<file path="config.mk">
export PLATFORM = sky130hd
export DESIGN_NAME = grid_ifft_feeder_flat
export DESIGN_NICKNAME = d
export VERILOG_FILES = /design/src/rtl/grid_ifft_feeder_if.sv /design/src/rtl/grid_ifft_feeder.sv /design/src/flat_wrapper.sv
export SDC_FILE = /design/constraint.sdc
export NUM_CORES = 1
export LEC_CHECK = 0
export ABC_AREA = 1
export CAP_MARGIN = 20
export CORE_MARGIN = 2
export CORE_UTILIZATION = 35
export CTS_BUF_LIST = sky130_fd_sc_hd__clkbuf_2 sky130_fd_sc_hd__clkbuf_4 sky130_fd_sc_hd__clkbuf_8
export DETAILED_ROUTE_END_ITERATION = 8
export DONT_BUFFER_PORTS = 1
export GPL_TIMING_DRIVEN = 0
export REMOVE_ABC_BUFFERS = 1
export SYNTH_ARGS = -nofsm -noshare
export SYNTH_HDL_FRONTEND = slang
export SYNTH_SLANG_ARGS = --single-unit
</file>
<file path="constraint.sdc">
create_clock -name CLK_GF -period 7.7 [get_ports CLK_GF]
set_input_delay 1.155 -clock CLK_GF [delete_from_list [all_inputs] [get_ports CLK_GF]]
set_output_delay 1.155 -clock CLK_GF [all_outputs]
set_load 0.01 [all_outputs]
</file>
<file path="src/rtl/grid_ifft_feeder_if.sv">
// Grid-memory read port, IFFT sample stream and mapper status lines of the
// IFFT feeder. The feeder uses the master modport; its neighbours use slave.
interface grid_ifft_feeder_if #(
  parameter int DATA_W    = 18,
  parameter int NFFT_LOG2 = 11,
  parameter int ADDR_W    = 11
);
  logic                        Sym_Ready;
  logic                        Grid_rd_en;
  logic                        Grid_rd_bank;
  logic [ADDR_W-1:0]           Grid_rd_addr;
  logic signed [DATA_W-1:0]    Grid_rd_I;
  logic signed [DATA_W-1:0]    Grid_rd_Q;
  logic signed [DATA_W-1:0]    IFFT_I;
  logic signed [DATA_W-1:0]    IFFT_Q;
  logic                        IFFT_Valid;
  logic                        IFFT_Ready;
  logic                        IFFT_Last;
  logic [NFFT_LOG2-1:0]        Bin_idx;
  logic                        Buf_Free;
  logic                        Busy;
  logic                        Overflow;

  modport master (
    input  Sym_Ready, Grid_rd_I, Grid_rd_Q, IFFT_Ready,
    output Grid_rd_en, Grid_rd_bank, Grid_rd_addr,
           IFFT_I, IFFT_Q, IFFT_Valid, IFFT_Last, Bin_idx,
           Buf_Free, Busy, Overflow
  );

  modport slave (
    output Sym_Ready, Grid_rd_I, Grid_rd_Q, IFFT_Ready,
    input  Grid_rd_en, Grid_rd_bank, Grid_rd_addr,
           IFFT_I, IFFT_Q, IFFT_Valid, IFFT_Last, Bin_idx,
           Buf_Free, Busy, Overflow
  );
endinterface

</file>
<file path="src/rtl/grid_ifft_feeder.sv">
// Reads one OFDM symbol of N_SC subcarriers from the double-banked grid,
// reorders it into natural IFFT bin order with zeroed guard bins and streams
// it to the IFFT under valid/ready backpressure.
// Pipeline: issue (bin counter + read strobe) -> capture (read data returns)
// -> 2-entry skid buffer whose head drives the IFFT outputs.
module grid_ifft_feeder #(
  parameter int DATA_W    = 18,
  parameter int NFFT_LOG2 = 11,
  parameter int N_SC      = 1200,
  parameter int ADDR_W    = 11
) (
  input  logic               CLK_GF,
  input  logic               RST_GF,
  grid_ifft_feeder_if.master bus
);
  localparam int N = 1 << NFFT_LOG2;
  localparam int H = N_SC / 2;
  localparam logic [NFFT_LOG2-1:0] C_LAST_BIN = NFFT_LOG2'(N - 1);
  localparam logic [NFFT_LOG2-1:0] C_H        = NFFT_LOG2'(H);
  localparam logic [NFFT_LOG2-1:0] C_HI_START = NFFT_LOG2'(N - H);

  typedef enum logic [1:0] {S_IDLE, S_STREAM, S_DRAIN} state_t;

  typedef struct packed {
    logic signed [DATA_W-1:0] i;
    logic signed [DATA_W-1:0] q;
    logic [NFFT_LOG2-1:0]     bin;
    logic                     last;
  } sample_t;

  state_t               r_state, w_state_nxt;
  logic [NFFT_LOG2-1:0] r_bin;
  logic [1:0]           r_pend;
  logic                 r_ovf, r_bank, r_free;
  logic                 r_cap_vld, r_cap_zero, r_cap_last;
  logic [NFFT_LOG2-1:0] r_cap_bin;
  sample_t              r_sk0, r_sk1, w_new;
  logic [1:0]           r_sk_cnt;

  logic                 w_pop, w_push, w_last_xfer, w_room, w_issue;
  logic                 w_in_lo, w_in_hi, w_zero, w_rd_en;
  logic                 w_have_req, w_start, w_inc;
  logic [NFFT_LOG2-1:0] w_addr_bin;

  // Output handshake and issue credit. A slot freed by this cycle's transfer
  // is already counted, which is what allows one sample per cycle.
  assign w_pop       = (r_sk_cnt != 2'd0) & bus.IFFT_Ready;
  assign w_push      = r_cap_vld;
  assign w_last_xfer = w_pop & r_sk0.last;
  assign w_room      = (({1'b0, r_cap_vld} + r_sk_cnt) - {1'b0, w_pop}) <= 2'd1;
  assign w_issue     = (r_state == S_STREAM) & w_room;

  // Bin -> subcarrier mapping: low bins carry the upper half of the grid,
  // high bins the lower half, everything in between is guard.
  assign w_in_lo    = r_bin < C_H;
  assign w_in_hi    = r_bin >= C_HI_START;
  assign w_zero     = ~(w_in_lo | w_in_hi);
  assign w_rd_en    = w_issue & ~w_zero;
  assign w_addr_bin = w_in_lo ? (r_bin + C_H) : (r_bin - C_HI_START);

  assign w_have_req = (r_pend != 2'd0) | bus.Sym_Ready;
  assign w_inc      = bus.Sym_Ready & (r_pend != 2'd2);

  // Guard bins take zero instead of whatever sits on the read bus.
  assign w_new.i    = r_cap_zero ? '0 : bus.Grid_rd_I;
  assign w_new.q    = r_cap_zero ? '0 : bus.Grid_rd_Q;
  assign w_new.bin  = r_cap_bin;
  assign w_new.last = r_cap_last;

  assign bus.Grid_rd_en   = w_rd_en;
  assign bus.Grid_rd_bank = r_bank;
  assign bus.Grid_rd_addr = w_rd_en ? ADDR_W'(w_addr_bin) : '0;
  assign bus.IFFT_Valid   = (r_sk_cnt != 2'd0);
  assign bus.IFFT_I       = r_sk0.i;
  assign bus.IFFT_Q       = r_sk0.q;
  assign bus.Bin_idx      = r_sk0.bin;
  assign bus.IFFT_Last    = r_sk0.last;
  assign bus.Buf_Free     = r_free;
  assign bus.Busy         = (r_state != S_IDLE);
  assign bus.Overflow     = r_ovf;

  // Next-state logic and symbol-start strobe.
  always_comb begin
    // NOTE: every signal written here gets a default first, so no path can leave it unassigned and infer a latch.
    w_state_nxt = r_state;
    w_start     = 1'b0;
    unique case (r_state)
      S_IDLE: begin
        if (w_have_req) begin
          w_state_nxt = S_STREAM;
          w_start     = 1'b1;
        end
      end
      S_STREAM: begin
        if (w_issue && (r_bin == C_LAST_BIN)) w_state_nxt = S_DRAIN;
      end
      S_DRAIN: begin
        if (w_last_xfer) begin
          w_state_nxt = w_have_req ? S_STREAM : S_IDLE;
          w_start     = w_have_req;
        end
      end
      default: w_state_nxt = S_IDLE;
    endcase
  end

  // State register, bin counter, pending requests, bank and status flags.
  always_ff @(posedge CLK_GF or posedge RST_GF) begin
    // NOTE: state is updated with non-blocking assignments so every register samples pre-edge values.
    if (RST_GF) begin
      r_state <= S_IDLE;
      r_bin   <= '0;
      r_pend  <= 2'd0;
      r_ovf   <= 1'b0;
      r_bank  <= 1'b0;
      r_free  <= 1'b0;
    end else begin
      r_state <= w_state_nxt;
      if (w_start)      r_bin <= '0;
      else if (w_issue) r_bin <= r_bin + 1'b1;
      if (w_inc && !w_start)      r_pend <= r_pend + 2'd1;
      else if (!w_inc && w_start) r_pend <= r_pend - 2'd1;
      if (bus.Sym_Ready && (r_pend == 2'd2)) r_ovf <= 1'b1;
      r_free <= w_last_xfer;
      if (w_last_xfer) r_bank <= ~r_bank;
    end
  end

  // Capture stage: tags the read data that arrives one cycle after issue.
  always_ff @(posedge CLK_GF or posedge RST_GF) begin
    if (RST_GF) begin
      r_cap_vld  <= 1'b0;
      r_cap_zero <= 1'b0;
      r_cap_last <= 1'b0;
      r_cap_bin  <= '0;
    end else begin
      r_cap_vld  <= w_issue;
      r_cap_zero <= w_zero;
      r_cap_last <= (r_bin == C_LAST_BIN);
      r_cap_bin  <= r_bin;
    end
  end

  // Skid buffer: entry 0 drives the outputs, entry 1 absorbs one stall.
  always_ff @(posedge CLK_GF or posedge RST_GF) begin
    // NOTE: both entries are reset because entry 0 drives the outputs directly and must read zero after reset.
    if (RST_GF) begin
      r_sk_cnt <= 2'd0;
      r_sk0    <= '0;
      r_sk1    <= '0;
    end else begin
      unique case (r_sk_cnt)
        2'd0: begin
          if (w_push) begin
            r_sk0    <= w_new;
            r_sk_cnt <= 2'd1;
          end
        end
        2'd1: begin
          if (w_push && w_pop) begin
            r_sk0 <= w_new;
          end else if (w_pop) begin
            r_sk_cnt <= 2'd0;
          end else if (w_push) begin
            r_sk1    <= w_new;
            r_sk_cnt <= 2'd2;
          end
        end
        default: begin
          // The issue credit guarantees no push arrives while full and stalled.
          if (w_pop) begin
            r_sk0 <= r_sk1;
            if (w_push) r_sk1    <= w_new;
            else        r_sk_cnt <= 2'd1;
          end
        end
      endcase
    end
  end
endmodule

</file>
<file path="src/flat_wrapper.sv">
// flat-port wrapper written by rule: the top's interface ports become plain ports
module grid_ifft_feeder_flat 
#(
  parameter int DATA_W    = 18,
  parameter int NFFT_LOG2 = 11,
  parameter int N_SC      = 1200,
  parameter int ADDR_W    = 11
)
  (CLK_GF, RST_GF, bus_Sym_Ready, bus_Grid_rd_I, bus_Grid_rd_Q, bus_IFFT_Ready, bus_Grid_rd_en, bus_Grid_rd_bank, bus_Grid_rd_addr, bus_IFFT_I, bus_IFFT_Q, bus_IFFT_Valid, bus_IFFT_Last, bus_Bin_idx, bus_Buf_Free, bus_Busy, bus_Overflow);
  grid_ifft_feeder_if #(.DATA_W(DATA_W), .NFFT_LOG2(NFFT_LOG2), .ADDR_W(ADDR_W)) bus_i ();
  input  logic CLK_GF;
  input  logic RST_GF;
  input wire logic [$bits(bus_i.Sym_Ready)-1:0] bus_Sym_Ready;
  input wire logic [$bits(bus_i.Grid_rd_I)-1:0] bus_Grid_rd_I;
  input wire logic [$bits(bus_i.Grid_rd_Q)-1:0] bus_Grid_rd_Q;
  input wire logic [$bits(bus_i.IFFT_Ready)-1:0] bus_IFFT_Ready;
  output wire logic [$bits(bus_i.Grid_rd_en)-1:0] bus_Grid_rd_en;
  output wire logic [$bits(bus_i.Grid_rd_bank)-1:0] bus_Grid_rd_bank;
  output wire logic [$bits(bus_i.Grid_rd_addr)-1:0] bus_Grid_rd_addr;
  output wire logic [$bits(bus_i.IFFT_I)-1:0] bus_IFFT_I;
  output wire logic [$bits(bus_i.IFFT_Q)-1:0] bus_IFFT_Q;
  output wire logic [$bits(bus_i.IFFT_Valid)-1:0] bus_IFFT_Valid;
  output wire logic [$bits(bus_i.IFFT_Last)-1:0] bus_IFFT_Last;
  output wire logic [$bits(bus_i.Bin_idx)-1:0] bus_Bin_idx;
  output wire logic [$bits(bus_i.Buf_Free)-1:0] bus_Buf_Free;
  output wire logic [$bits(bus_i.Busy)-1:0] bus_Busy;
  output wire logic [$bits(bus_i.Overflow)-1:0] bus_Overflow;
  assign bus_i.Sym_Ready = bus_Sym_Ready;
  assign bus_i.Grid_rd_I = bus_Grid_rd_I;
  assign bus_i.Grid_rd_Q = bus_Grid_rd_Q;
  assign bus_i.IFFT_Ready = bus_IFFT_Ready;
  assign bus_Grid_rd_en = bus_i.Grid_rd_en;
  assign bus_Grid_rd_bank = bus_i.Grid_rd_bank;
  assign bus_Grid_rd_addr = bus_i.Grid_rd_addr;
  assign bus_IFFT_I = bus_i.IFFT_I;
  assign bus_IFFT_Q = bus_i.IFFT_Q;
  assign bus_IFFT_Valid = bus_i.IFFT_Valid;
  assign bus_IFFT_Last = bus_i.IFFT_Last;
  assign bus_Bin_idx = bus_i.Bin_idx;
  assign bus_Buf_Free = bus_i.Buf_Free;
  assign bus_Busy = bus_i.Busy;
  assign bus_Overflow = bus_i.Overflow;
  grid_ifft_feeder #(.DATA_W(DATA_W), .NFFT_LOG2(NFFT_LOG2), .N_SC(N_SC), .ADDR_W(ADDR_W)) u_core (.CLK_GF(CLK_GF), .RST_GF(RST_GF), .bus(bus_i));
endmodule
</file>
==> flow_metrics.py <==
metrics = {
    "routing": {
        "postRouteAntennaNets": 0,
        "drtIter0Drc": 259,
        "vias": 4650,
        "drt_wl_total_um": 13500,
        "via_per_inst": 4.69,
        "routedWlPerCell_um": 13.6,
        "drt_pass1_iterations": 4,
        "drc": 0,
    },
    "synthesis": {
        "synth-warning-count": 0,
        "synthesis.area_um2": 6260,
        "ys_seq_area_frac": 0.520,
        "synth-adder-area-share": 0.0120,
        "synth.avg_cell_area_um2": 8.12,
        "synth-simple-area-share": 0.237,
        "synth_compound_area_frac": 0.102,
        "netlist_instances": 771,
        "synth_top_family_by_area": "simple AND/OR/NAND/NOR gates",
        "synthMuxAreaShare": 0,
        "yosys_register_bits": 130,
        "synth_cell_types": 33,
        "synth-xor-area-share": 0.0140,
    },
    "clocking": {
        "path_clk_slew_ns": 0.08,
        "cts_htree_levels": 4,
        "clock_latency_ns": 0.43,
        "post-cts-setup-buffers": 0,
        "cts_resized": 0,
        "hold_buffers": 0,
        "clock_tree.root_cell": "clkbuf_8",
        "cts.path.max_buffers": 2,
        "clock_sinks": 130,
        "cts-buffers-inserted": 17,
        "cts_tree": "yes",
    },
    "global_route": {
        "grt_pass1_vias": 4586,
        "gr-total-overflow": 0,
        "grt_first_pass_wirelength_um": 22700,
        "grt_antenna_before_repair": 0,
        "grt_max_degree": 74,
        "grt_use_total": 0.153,
    },
    "critical_path": {
        "critPathLaunchType": "flip-flop",
        "cpPeakStageDelay_ns": 0.59,
        "crit_chain": "buf_12, inv_4, nand2_1, nand3_2, nand2_2, inv_2, nand2_2, nor2_1",
        "crit_required_ns": 6.55,
        "worstSetupEndpointType": "output port",
        "path_buf_inv": 3,
        "cp_max_fo": 51,
        "critPathTopFamily": "buffers and inverters",
        "arrival_ns": 2.96,
        "critical_path_class": "flip-flop to output port",
        "critical_path.slowest_cell": "dfrtp_2",
        "cpMostUsedCell": "nand2_2",
    },
    "sta": {
        "slew_headroom": 0.378,
        "min_period_ns": 4.12,
        "rsz0062_at_grt": "false",
        "fin_worst_skew_ns": 0.00793,
        "fmax_mhz": 243,
        "setup_violations": 0,
        "setup_tns_ns": 0,
        "worstMarginPinSlew_ns": 0.930,
        "finalMaxSlewViolations": 0,
        "hold_ws_ns": 0.469,
        "period_share": 0.535,
        "hold_viol": 0,
    },
    "floorplanning": {
        "coreArea_um2": 17400,
        "die_w_um": 138,
        "pin_count": 105,
        "rows": 48,
        "start_util": 0.359,
        "die_area_um2": 19000,
        "die_y_um": 138,
    },
    "placed_design": {
        "gp_congestion": 0.814,
        "hpwl_um": 8770,
        "portBuffers": 0,
    },
    "finish": {
        "diodes": 0,
        "syn_to_final_growth_pct": 9.92,
        "layout_commonest_cell": "nand2_1",
        "drive_gt1_frac": 0.0966,
        "nets": 799,
        "final_cell_mix": "nand2_1, dfrtp_1, inv_1",
    },
    "worst_hold_path": {
        "hold_class": "flip-flop to flip-flop",
    },
    "power_and_ir_drop": {
        "power_density_nw_per_um2": 412,
        "finalPower_mw": 2.84,
        "vdd.ir_drop.worst_v": 0.000147,
        "cellLeakagePower_nw": 3.32,
    },
    "outcome": {
        "status": "complete, no violations",
    },
    "flow_run": {
        "drv_cap": 0,
    },
}
[stage by stage]
step                      cells   util  instance area, µm²  setup slack, ns
after floorplan             728      -                5970             3.08
after global placement      953  0.359                6250             1.44
after detailed placement    959  0.368                6420             3.98
after CTS                   991  0.395                6880             3.49
after global routing        991  0.395                6880             3.25
final                       991  0.395                6880             3.58
[final timing paths]
check	cells after the start	start	slack (ns)	to
worst max-delay path	8	u_core.r_sk_cnt[1]$_DFFE_PP0P_	3.58	bus_Grid_rd_addr[0]
worst min-delay path	1	u_core.r_pend[0]$_DFFE_PP0P_	0.47	u_core.r_pend[0]$_DFFE_PP0P_
worst max register to register	10	u_core.r_sk_cnt[1]$_DFFE_PP0P_	4.72	u_core.r_pend[1]$_DFFE_PP0P_
worst min register to register	1	u_core.r_pend[0]$_DFFE_PP0P_	0.47	u_core.r_pend[0]$_DFFE_PP0P_
max in group asynchronous	2	RST_GF	6.32	u_core.r_sk_cnt[1]$_DFFE_PP0P_
min in group asynchronous	1	RST_GF	0.64	u_core.r_sk1[15]$_DFFE_PP0P_
[flip-flops by register name (all words and copies together) (netlist names), 2 cells and up]
register / count
u_core.bus.Bin_idx: 11
u_core.bus.IFFT_I: 18
u_core.bus.IFFT_Q: 18
u_core.r_bin: 11
u_core.r_cap_bin: 11
u_core.r_pend: 2
u_core.r_sk1: 48
u_core.r_sk_cnt: 2
u_core.r_state: 2
[cell families (layout without fill, tap and decap cells)]
logic type,count (synthesis),count (layout)
AO/OA/AOI/OAI,110,110
XOR/XNOR,10,10
adder cells (fa/ha/maj),6,6
buffers and inverters,158,153
flip-flops,130,130
AND/OR/NAND/NOR,357,357
[power by group]
group	switching (mW)	internal [mW]	leakage, nW
Sequential	0.280	0.970	1.59
Combinational	0.598	0.326	1.50
Clock	0.263	0.399	0.231
[cells in the mapped netlist]
library cell	number	share of area
nor2_2	12	0.012
nand3_1	35	0.028
nand2_1	199	0.12
o21ai_1	40	0.032
a31o_2	1	0.0014
nor2_1	94	0.056
buf_2	16	0.013
nand2_2	5	0.0050
dfrtp_1	130	0.52
inv_2	5	0.0030
inv_1	109	0.065
xnor2_1	2	0.0028
or2_2	1	0.0010
clkbuf_1	10	0.0060
o211ai_1	1	0.0012
a22oi_1	1	0.0012
ha_1	6	0.012
nor3_2	1	0.0016
a21boi_2	1	0.0018
nand3b_1	1	0.0012
inv_4	1	0.0010
a31oi_1	48	0.048
buf_4	3	0.0036
xor2_1	8	0.011
nor2_4	1	0.0018
nand4_1	4	0.0040
buf_6	13	0.023
o21ai_0	10	0.0080
buf_1	1	0.00060
a21boi_0	1	0.0012
o21ai_2	2	0.0028
a21oi_1	5	0.0040
nand3_2	4	0.0064
[area by class of cell]
class                           instances  area, µm²
Sequential cell                       130       3250
Clock buffer                           23        310
Multi-Input combinational cell        483       2290
Timing Repair Buffer                    6        150
Inverter                              115        439
Tap cell                              225        282
Fill cell                            1778      10500
Clock inverter                          9        150
[worst reg2reg max path, delay by kind of cell (launching register included)]
family / cells / cell delay (ns)
flops: 1 / 0.66
buf+inv: 2 / 0.54
fa+ha+maj: 1 / 0.48
compound gates: 2 / 0.22
xor+xnor: 1 / 0.15
simple gates: 4 / 0.81
[layer usage]
metal | part of all wire | wire, µm | up-vias | global-route usage
li1 | - | - | 2374 | -
met1 | 0.47 | 6360 | 2166 | 0.192
met2 | 0.46 | 6170 | 102 | 0.251
met3 | 0.062 | 830 | 8 | 0.0552
met4 | 0.0084 | 113 | 0 | 0.0408
met5 | 0 | 0 | - | 0
Note: power is estimated with default switching activity, not from simulation.
